`config.mk`:
```
export PLATFORM = sky130hd
export DESIGN_NAME = btn_evt
export DESIGN_NICKNAME = d
export VERILOG_FILES = /design/src/rtl/btn_evt_pkg.sv /design/src/rtl/btn_evt_sig_edge.sv /design/src/rtl/btn_evt.sv
export SDC_FILE = /design/constraint.sdc
export NUM_CORES = 1
export LEC_CHECK = 0
export CAP_MARGIN = 0
export CORE_MARGIN = 2
export CORE_UTILIZATION = 40
export DETAILED_ROUTE_END_ITERATION = 16
export PLACE_DENSITY_LB_ADDON = 0.25
export SYNTH_ARGS = -nofsm -noshare
export SYNTH_HDL_FRONTEND = slang
export SYNTH_SLANG_ARGS = --single-unit
export TNS_END_PERCENT = 5
```
`constraint.sdc`:
```
create_clock -name clk -period 2.08 [get_ports clk]
set_input_delay 0.624 -clock clk [delete_from_list [all_inputs] [get_ports clk]]
set_output_delay 0.624 -clock clk [all_outputs]
set_load 0.01 [all_outputs]
```
`src/rtl/btn_evt_pkg.sv`:
```
// Shared definitions for the button gesture classifier and its consumers.
package btn_evt_pkg;

  // Gesture FSM state encodings.
  typedef enum logic [2:0] {
    IDLE   = 3'd0,
    PRESS1 = 3'd1,
    REL1   = 3'd2,
    PRESS2 = 3'd3,
    LONG   = 3'd4
  } state_e;

  // Event indices used by the LED/counter consumers when packing pulses.
  localparam int EVT_SHORT = 0;
  localparam int EVT_LONG  = 1;
  localparam int EVT_DBL   = 2;
  localparam int EVT_RPT   = 3;
  localparam int EVT_NUM   = 4;

  // Largest of three timing parameters; sizes the shared counter.
  function automatic int max3(input int a, input int b, input int c);
    int m;
    m = a;
    if (b > m) m = b;
    if (c > m) m = c;
    return m;
  endfunction

endpackage

```
`src/rtl/btn_evt_sig_edge.sv`:
```
// Edge detector for a level that is already synchronous to clk.
// RST_VAL sets what the previous level is assumed to be out of reset; 1 means
// an input held high across reset does not produce a rise.
module sig_edge #(
  parameter logic RST_VAL = 1'b1
) (
  input  logic clk,
  input  logic rst_n,
  input  logic sig_i,
  output logic rise_o,
  output logic fall_o
);

  logic prev_q;

  // Remember the level from the previous clock.
  always_ff @(posedge clk) begin
    if (!rst_n) prev_q <= RST_VAL;
    else        prev_q <= sig_i;
  end

  assign rise_o = sig_i & ~prev_q;
  assign fall_o = ~sig_i & prev_q;

endmodule

```
`src/rtl/btn_evt.sv`:
```
// Press-gesture classifier: turns a debounced button level into single-cycle
// short / long / double / repeat pulses plus a busy level.
module btn_evt
  import btn_evt_pkg::*;
#(
  parameter int LONG_CLKS = 1000,
  parameter int DBL_CLKS  = 300,
  parameter int RPT_CLKS  = 200
) (
  input  logic clk,
  input  logic rst_n,
  input  logic i_sig,
  output logic o_short,
  output logic o_long,
  output logic o_dbl,
  output logic o_rpt,
  output logic o_busy
);

  localparam int CNT_W = $clog2(max3(LONG_CLKS, DBL_CLKS, RPT_CLKS));

  localparam logic [CNT_W-1:0] LONG_M1 = CNT_W'(LONG_CLKS - 1);
  localparam logic [CNT_W-1:0] DBL_M1  = CNT_W'(DBL_CLKS - 1);
  localparam logic [CNT_W-1:0] RPT_M1  = CNT_W'(RPT_CLKS - 1);

  logic rise, fall;

  state_e           state_q, state_d;
  logic [CNT_W-1:0] cnt_q, cnt_d;
  logic             short_q, short_d;
  logic             long_q, long_d;
  logic             dbl_q, dbl_d;
  logic             rpt_q, rpt_d;
  logic             busy_q, busy_d;
  logic             cnt_run, cnt_clr;

  sig_edge #(
    .RST_VAL(1'b1)
  ) u_edge (
    .clk   (clk),
    .rst_n (rst_n),
    .sig_i (i_sig),
    .rise_o(rise),
    .fall_o(fall)
  );

  // Next-state, counter and event decisions for the gesture FSM.
  always_comb begin
    state_d = state_q;
    short_d = 1'b0;
    long_d  = 1'b0;
    dbl_d   = 1'b0;
    rpt_d   = 1'b0;
    cnt_run = 1'b0;
    cnt_clr = 1'b0;

    unique case (state_q)
      IDLE: begin
        if (rise) state_d = PRESS1;
      end
      PRESS1: begin
        cnt_run = 1'b1;
        // A release in the same cycle as the long threshold is still a short press.
        if (fall) begin
          state_d = REL1;
        end else if (cnt_q == LONG_M1) begin
          long_d  = 1'b1;
          state_d = LONG;
        end
      end
      REL1: begin
        cnt_run = 1'b1;
        // A second press on the last cycle of the window still counts as double.
        if (rise) begin
          dbl_d   = 1'b1;
          state_d = PRESS2;
        end else if (cnt_q == DBL_M1) begin
          short_d = 1'b1;
          state_d = IDLE;
        end
      end
      PRESS2: begin
        if (fall) state_d = IDLE;
      end
      LONG: begin
        cnt_run = 1'b1;
        if (fall) begin
          state_d = IDLE;
        end else if (cnt_q == RPT_M1) begin
          rpt_d   = 1'b1;
          cnt_clr = 1'b1;
        end
      end
      default: state_d = IDLE;
    endcase

    // One counter shared by all timed states; restart on every state change.
    if ((state_d != state_q) || cnt_clr) begin
      cnt_d = '0;
    end else if (cnt_run && (cnt_q != {CNT_W{1'b1}})) begin
      cnt_d = cnt_q + 1'b1;
    end else begin
      cnt_d = cnt_q;
    end

    busy_d = (state_d != IDLE);
  end

  // State, counter and registered event outputs.
  always_ff @(posedge clk) begin
    if (!rst_n) begin
      state_q <= IDLE;
      cnt_q   <= '0;
      short_q <= 1'b0;
      long_q  <= 1'b0;
      dbl_q   <= 1'b0;
      rpt_q   <= 1'b0;
      busy_q  <= 1'b0;
    end else begin
      state_q <= state_d;
      cnt_q   <= cnt_d;
      short_q <= short_d;
      long_q  <= long_d;
      dbl_q   <= dbl_d;
      rpt_q   <= rpt_d;
      busy_q  <= busy_d;
    end
  end

  assign o_short = short_q;
  assign o_long  = long_q;
  assign o_dbl   = dbl_q;
  assign o_rpt   = rpt_q;
  assign o_busy  = busy_q;

endmodule
```
==> results of run 1 <==
-- layer usage --
layer,GRT usage,wire (um)
met5,0,0
met4,0.0375,10
met2,0.253,989
met1,0.207,1010
met3,0.0574,80
-- kinds of logic (layout without fill, tap and decap cells) --
logic type | after synthesis | count (layout) | synth area share
AO/OA/AOI/OAI | 19 | 19 | 0.158
XOR/XNOR | 7 | 7 | 0.0602
adder cells (fa/ha/maj) | 1 | 1 | 0.0123
buffers and inverters | 7 | 20 | 0.0393
flip-flops | 19 | 19 | 0.373
multiplexers | 4 | 4 | 0.0393
AND/OR/NAND/NOR | 58 | 58 | 0.317
-- worst register-to-register path: stages (launching register included) --
cell and delay (ns):
dfxtp_1 0.61, xor2_1 0.28, o211ai_1 0.23, nor4b_1 0.38, xnor2_1 0.16, nor2_1 0.05
-- registers in the layout, summed over array words and instances (netlist names) --
signal         count
cnt_q             10
o_busy             1
o_dbl              1
o_rpt              1
state_q            3
u_edge.prev_q      1
o_long             1
o_short            1
-- area by class of cell --
class                      instances  area, um2
fill                             242       1290
inverter                           3       11.3
sequential                        19        380
tap                               30       37.5
multi-input combinational         89        598
timing repair buffer              13        115
clock buffer                       4       26.3
-- cell usage after synthesis --
cell       count  area (um2)
nor4bb_1       2        20.0
nor4b_1        2        17.5
mux2i_1        4        40.0
and2_1         2        12.5
nand3_1        2        10.0
xnor2_1        6        52.6
o31ai_1        1        7.51
buf_4          1        7.51
nor2_1        16        60.1
o2111ai_1      1        8.76
nor3_1         5        25.0
a311oi_1       1        8.76
nor4_1         1        6.26
and3_1         3        18.8
dfxtp_1       19         380
o211ai_1       1        7.51
nand2_1        9        33.8
o21ai_2        1        8.76
nand4_1        2        12.5
a211oi_2       1        12.5
o2111ai_4      1        26.3
or3_1          1        6.26
nor3_2         1        10.0
o21a_1         1        7.51
inv_1          3        11.3
and4_1         1        8.76
xor2_1         1        8.76
ha_1           1        12.5
buf_2          2        10.0
nor2b_1        2        12.5
a21oi_1        4        20.0
o31a_1         1        8.76
o22ai_2        1        12.5
nand2b_1       5        31.3
o21ai_0        3        15.0
o221ai_1       1        8.76
nor3b_1        2        15.0
o22a_1         1        8.76
nor4_2         1        12.5
buf_6          1        11.3
and4b_1        1        10.0
-- stage by stage --
stage / hold WS, ns / utilization / power [mW] / area, um2 / setup TNS [ns]
3_3_place_gp: 0.485 / 0.465 / 0.440 / 1140 / -1.25
3_5_place_dp: 0.494 / 0.465 / 0.441 / 1140 / -1.52
6_report: 0.508 / 0.476 / 0.619 / 1170 / 0
5_1_grt: 0.558 / 0.476 / 0.653 / 1170 / 0
4_1_cts: 0.511 / 0.476 / 0.630 / 1170 / 0
2_1_floorplan: 0.466 / - / 0.424 / 1020 / 0
-- power by group through the flow --
stage	registers, mW	logic, mW	clock network, mW
final	0.376	0.0569	0.186
after global routing	0.377	0.0631	0.212
after CTS	0.376	0.0570	0.197
after detailed placement	0.385	0.0566	0
after global placement	0.384	0.0562	0
after floorplan	0.380	0.0432	0
-- how the worst max path moves through the flow --
stage | cells past startpoint | from | end
floorplan | 6 | i_sig | cnt_q[3]
global placement | 6 | i_sig | cnt_q[3]
detailed placement | 6 | i_sig | cnt_q[3]
CTS | 6 | i_sig | cnt_q[3]
global route | 6 | cnt_q[0] | cnt_q[9]
finish | 6 | i_sig | cnt_q[3]
==> out/metrics.cfg, run 1 <==
[finish]
syn_to_final_growth_pct = 14.7
final_common_cell = dfxtp_1
fin_cells = 158
nNetsFinal = 133
diodes = 0
drive_gt1_frac = 0.117
layout_common_cells = dfxtp_1, nor2_1, nand2_1

[clocking]
htreeDepth = 1
numCtsBuffers = 3
cts_setup_buffers = 0
cts_sinks = 19
clock_tree.buffer_depth = 2
root_buffer = clkbuf_4
cts_tree = built
clkTransAtPathRegs_ns = 0.10
clkLatencyLatePin_ns = 0.29
ctsResizeCount = 0
cts_hold_buf = 0

[routing]
viasPerCell = 5.37
route.detailed.drc = 0
wl_per_cell_um = 13.2
ant_nets = 0
drtPass1Iterations = 4
vias = 848
drt_iter0_drc = 22
wl_um = 2090

[timing]
fin_crit_ns = 1.97
clock_skew_ns = 0.000843
relSlewSlack = 0.694
setup_viol = 0
maxSlewViolCount = 0
hold_viol = 0
finalCritPeriodShare = 0.945
max_freq_mhz = 509
worst_pin_slew_ns = 0.458
rsz0062_at_grt = no
worst_slack_ns = 0.114

[logic_synthesis]
synth_area_um2 = 1020
seq_area_frac_synth = 0.373
yosys_warnings = 0
synth-seq-cells = 19
syn_nets = 119
ys_types = 41
syn_area_per_cell_um2 = 8.86
syn_inst = 115

[floorplan]
io_pins = 8
core-area_um2 = 2450
die_h_um = 54.5
die_area_um2 = 2970
fp-row-count = 18
die_w_um = 54.5
initial_core_util = 0.415

[worst_setup_path]
critPathTopFamily = compound AO/OA/AOI/OAI gates
required_ns = 2.30
slowest_delay_ns = 0.50
crit_fanout = 10
regToRegSetupSlack_ns = 0.25
crit_type = in2reg
worst_setup_path_start_kind = input port
path_cells = clkdlybuf4s50_1 -> nor2b_1 -> or3_1 -> o22ai_2 -> o2111ai_4 -> a211oi_2
reg2reg_to = cnt_q[7]
endpoint_kind = flop
path_buf_inv = 1
rr_worst_depth = 5
worst_r2r_startpoint = state_q[1]
worst_ep_arrival_time_ns = 2.19
cpMaxStageDelayCell = clkdlybuf4s50_1

[pwr]
internal-power_uw = 471
p_leak_nw = 0.373
power_frac_comb = 0.092
ir_drop_uv = 538
netSwitchingPower_uw = 148
switching_share = 0.239
power.share.sequential = 0.608
power_density_nw_per_um2 = 530
pwr-share-clk = 0.300

[hold_path]
holdPathEnd = cnt_q[1]
hp-start = cnt_q[1]
hold_depth = 2
hp-class = reg2reg

[outcome]
status = finished, final reports clean

[placement]
portBuffers = 7
hpwl_um = 1530
dp_cells = 154
routabilityCongestion = 0.843
preCtsSetupSlack_ns = -0.202

[global_routing]
grt_pass1_vias = 746
grt_max_degree = 13
grt_antenna_before_repair = 0
grt-ovfl-total = 0
grt_util_all_layers = 0.160
grt_pass1_wl_um = 3350

[flow_run]
drv_cap = 0

Note: power is estimated with default switching activity, not from simulation.
==> inputs of run 2 (changes only) <==
--- a/config.mk
+++ b/config.mk
@@ -5,9 +5,11 @@
 export SDC_FILE = /design/constraint.sdc
 export NUM_CORES = 1
 export LEC_CHECK = 0
+export ABC_CLOCK_PERIOD_IN_PS = 2080
 export CAP_MARGIN = 0
 export CORE_MARGIN = 2
 export CORE_UTILIZATION = 40
+export CTS_BUF_LIST = sky130_fd_sc_hd__clkbuf_8
 export DETAILED_ROUTE_END_ITERATION = 16
 export PLACE_DENSITY_LB_ADDON = 0.25
 export SYNTH_ARGS = -nofsm -noshare
==> run 2 against run 1 <==
  * Global-route usage decreased by 0.057 points
  * Critical path type unchanged
  * Clock skew up 0.0024 ns
  * Highest routed layer unchanged
  * Largest power group unchanged
  * Sequential share of layout area fell by 0.51 points
==> out/metrics.cfg, run 2 (synthesized netlist as in run 1, its figures left out) <==
[outcome]
status = finished, final reports clean

[placement]
portBuffers = 7
hpwl_um = 1530
routabilityCongestion = 0.843

[timing]
setup_viol = 0
max_freq_mhz = 497
totalNegativeSetupSlack_ns = 0
rsz0062_at_grt = no
hold_viol = 0
worst_pin_slew_ns = 0.477
relSlewSlack = 0.680
maxSlewViolCount = 0
clock_skew_ns = 0.00320
finalCritPeriodShare = 0.968
fin_crit_ns = 2.01

[pwr]
p_total_uw = 681
power_density_nw_per_um2 = 573
ir_drop_uv = 635
p_leak_nw = 0.385

[routing]
vias = 857
wl_um = 2080
wl_per_cell_um = 13.2
ant_nets = 0
drtPass1Iterations = 4
viasPerCell = 5.42
route.detailed.drc = 0
drt_iter0_drc = 24

[finish]
largest_register_ffs = 10
top_regs = cnt_q x10, state_q x3
nNetsFinal = 133
layout_common_cells = dfxtp_1, nor2_1, nand2_1
drive_gt1_frac = 0.117
syn_to_final_growth_pct = 16.6
top_register = cnt_q
diodes = 0
fill_cells = 237
final_common_cell = dfxtp_1

[global_routing]
grt-ovfl-total = 0
grt_pass1_wl_um = 3330
grt_pass1_vias = 743
grt_util_all_layers = 0.159
grt_antenna_before_repair = 0
grt_max_degree = 13

[clocking]
clkLatencyLatePin_ns = 0.25
root_buffer = clkbuf_8
clock_tree.buffer_depth = 2
htreeDepth = 1
cts_setup_buffers = 0
numCtsBuffers = 3
cts_sinks = 19
cts_hold_buf = 0
clkTransAtPathRegs_ns = 0.07
cts_tree = built
ctsResizeCount = 0

[worst_setup_path]
critPathTopFamily = compound AO/OA/AOI/OAI gates
crit_fanout = 10
worst_ep_arrival_time_ns = 2.19
slowest_delay_ns = 0.50
cpMaxStageDelayCell = clkdlybuf4s50_1
crit_type = in2reg
worst_setup_path_start_kind = input port
endpoint_kind = flop
path_cells = clkdlybuf4s50_1 -> nand2b_1 -> and4b_1 -> o221ai_1 -> o2111ai_4 -> a211oi_2
path_buf_inv = 1
required_ns = 2.26

[flow_run]
drv_cap = 0

[floorplan]
die_h_um = 54.5
die_area_um2 = 2970
die_w_um = 54.5
fp-row-count = 18
core-area_um2 = 2450
io_pins = 8
initial_core_util = 0.415

[hold_path]
hp-class = reg2reg

[run 2: cell count changes in the layout (fill, tap and decap cells not counted)]
cell,delta
inv_1,+1
clkbuf_4,-3
clkbuf_1,-1
clkbuf_8,+3
[run 2: worst paths after layout]
path	from	end	slack (ns)	cells after the start
setup / recovery	i_sig	cnt_q[3]	0.07	6
hold / removal	cnt_q[1]	cnt_q[1]	0.50	2
setup reg to reg	state_q[1]	cnt_q[7]	0.26	5
hold reg to reg	cnt_q[1]	cnt_q[1]	0.50	2
[run 2: area by class of cell]
| cell class | instances | area [um2] | share of cell area |
|---|---|---|---|
| multi-input cells | 89 | 598 | 0.504 |
| flip-flops and latches | 19 | 380 | 0.320 |
| repair buffers | 13 | 115 | 0.0969 |
| clock buffers | 3 | 41.3 | 0.0348 |
| well taps | 30 | 37.5 | 0.0316 |
| inverters | 3 | 11.3 | 0.00948 |
| clock inverters | 1 | 3.75 | 0.00316 |
[run 2: tightest hold or removal path, stage by stage (launching register included)]
cell and delay, ns:
dfxtp_1 0.32, o21ai_0 0.07, a21oi_1 0.06
[run 2: report_power, final]
group          leakage [nW]  switching (mW)  internal, mW
registers             0.154         0.00718         0.369
clock network        0.0269           0.116         0.131
logic                 0.205          0.0298        0.0273
[run 2: layer usage]
| layer | vias up | GRT usage | share of wire |
|---|---|---|---|
| met2 | 11 | 0.255 | 0.49 |
| met3 | 2 | 0.0574 | 0.036 |
| li1 | 438 | - | - |
| met1 | 406 | 0.204 | 0.47 |
| met4 | 0 | 0.0375 | 0.0048 |
| met5 | - | 0 | 0 |
[run 2: metrics by stage]
stage	std cells	setup slack, ns	hold WS [ns]	util	cell area, um2
3_3_place_gp	154	-0.168	0.485	0.465	1140
5_1_grt	158	0.00101	0.551	0.484	1190
2_1_floorplan	115	0.332	0.466	-	1020
6_report	158	0.0669	0.500	0.484	1190
4_1_cts	158	0.0589	0.505	0.484	1190
3_5_place_dp	154	-0.202	0.494	0.465	1140
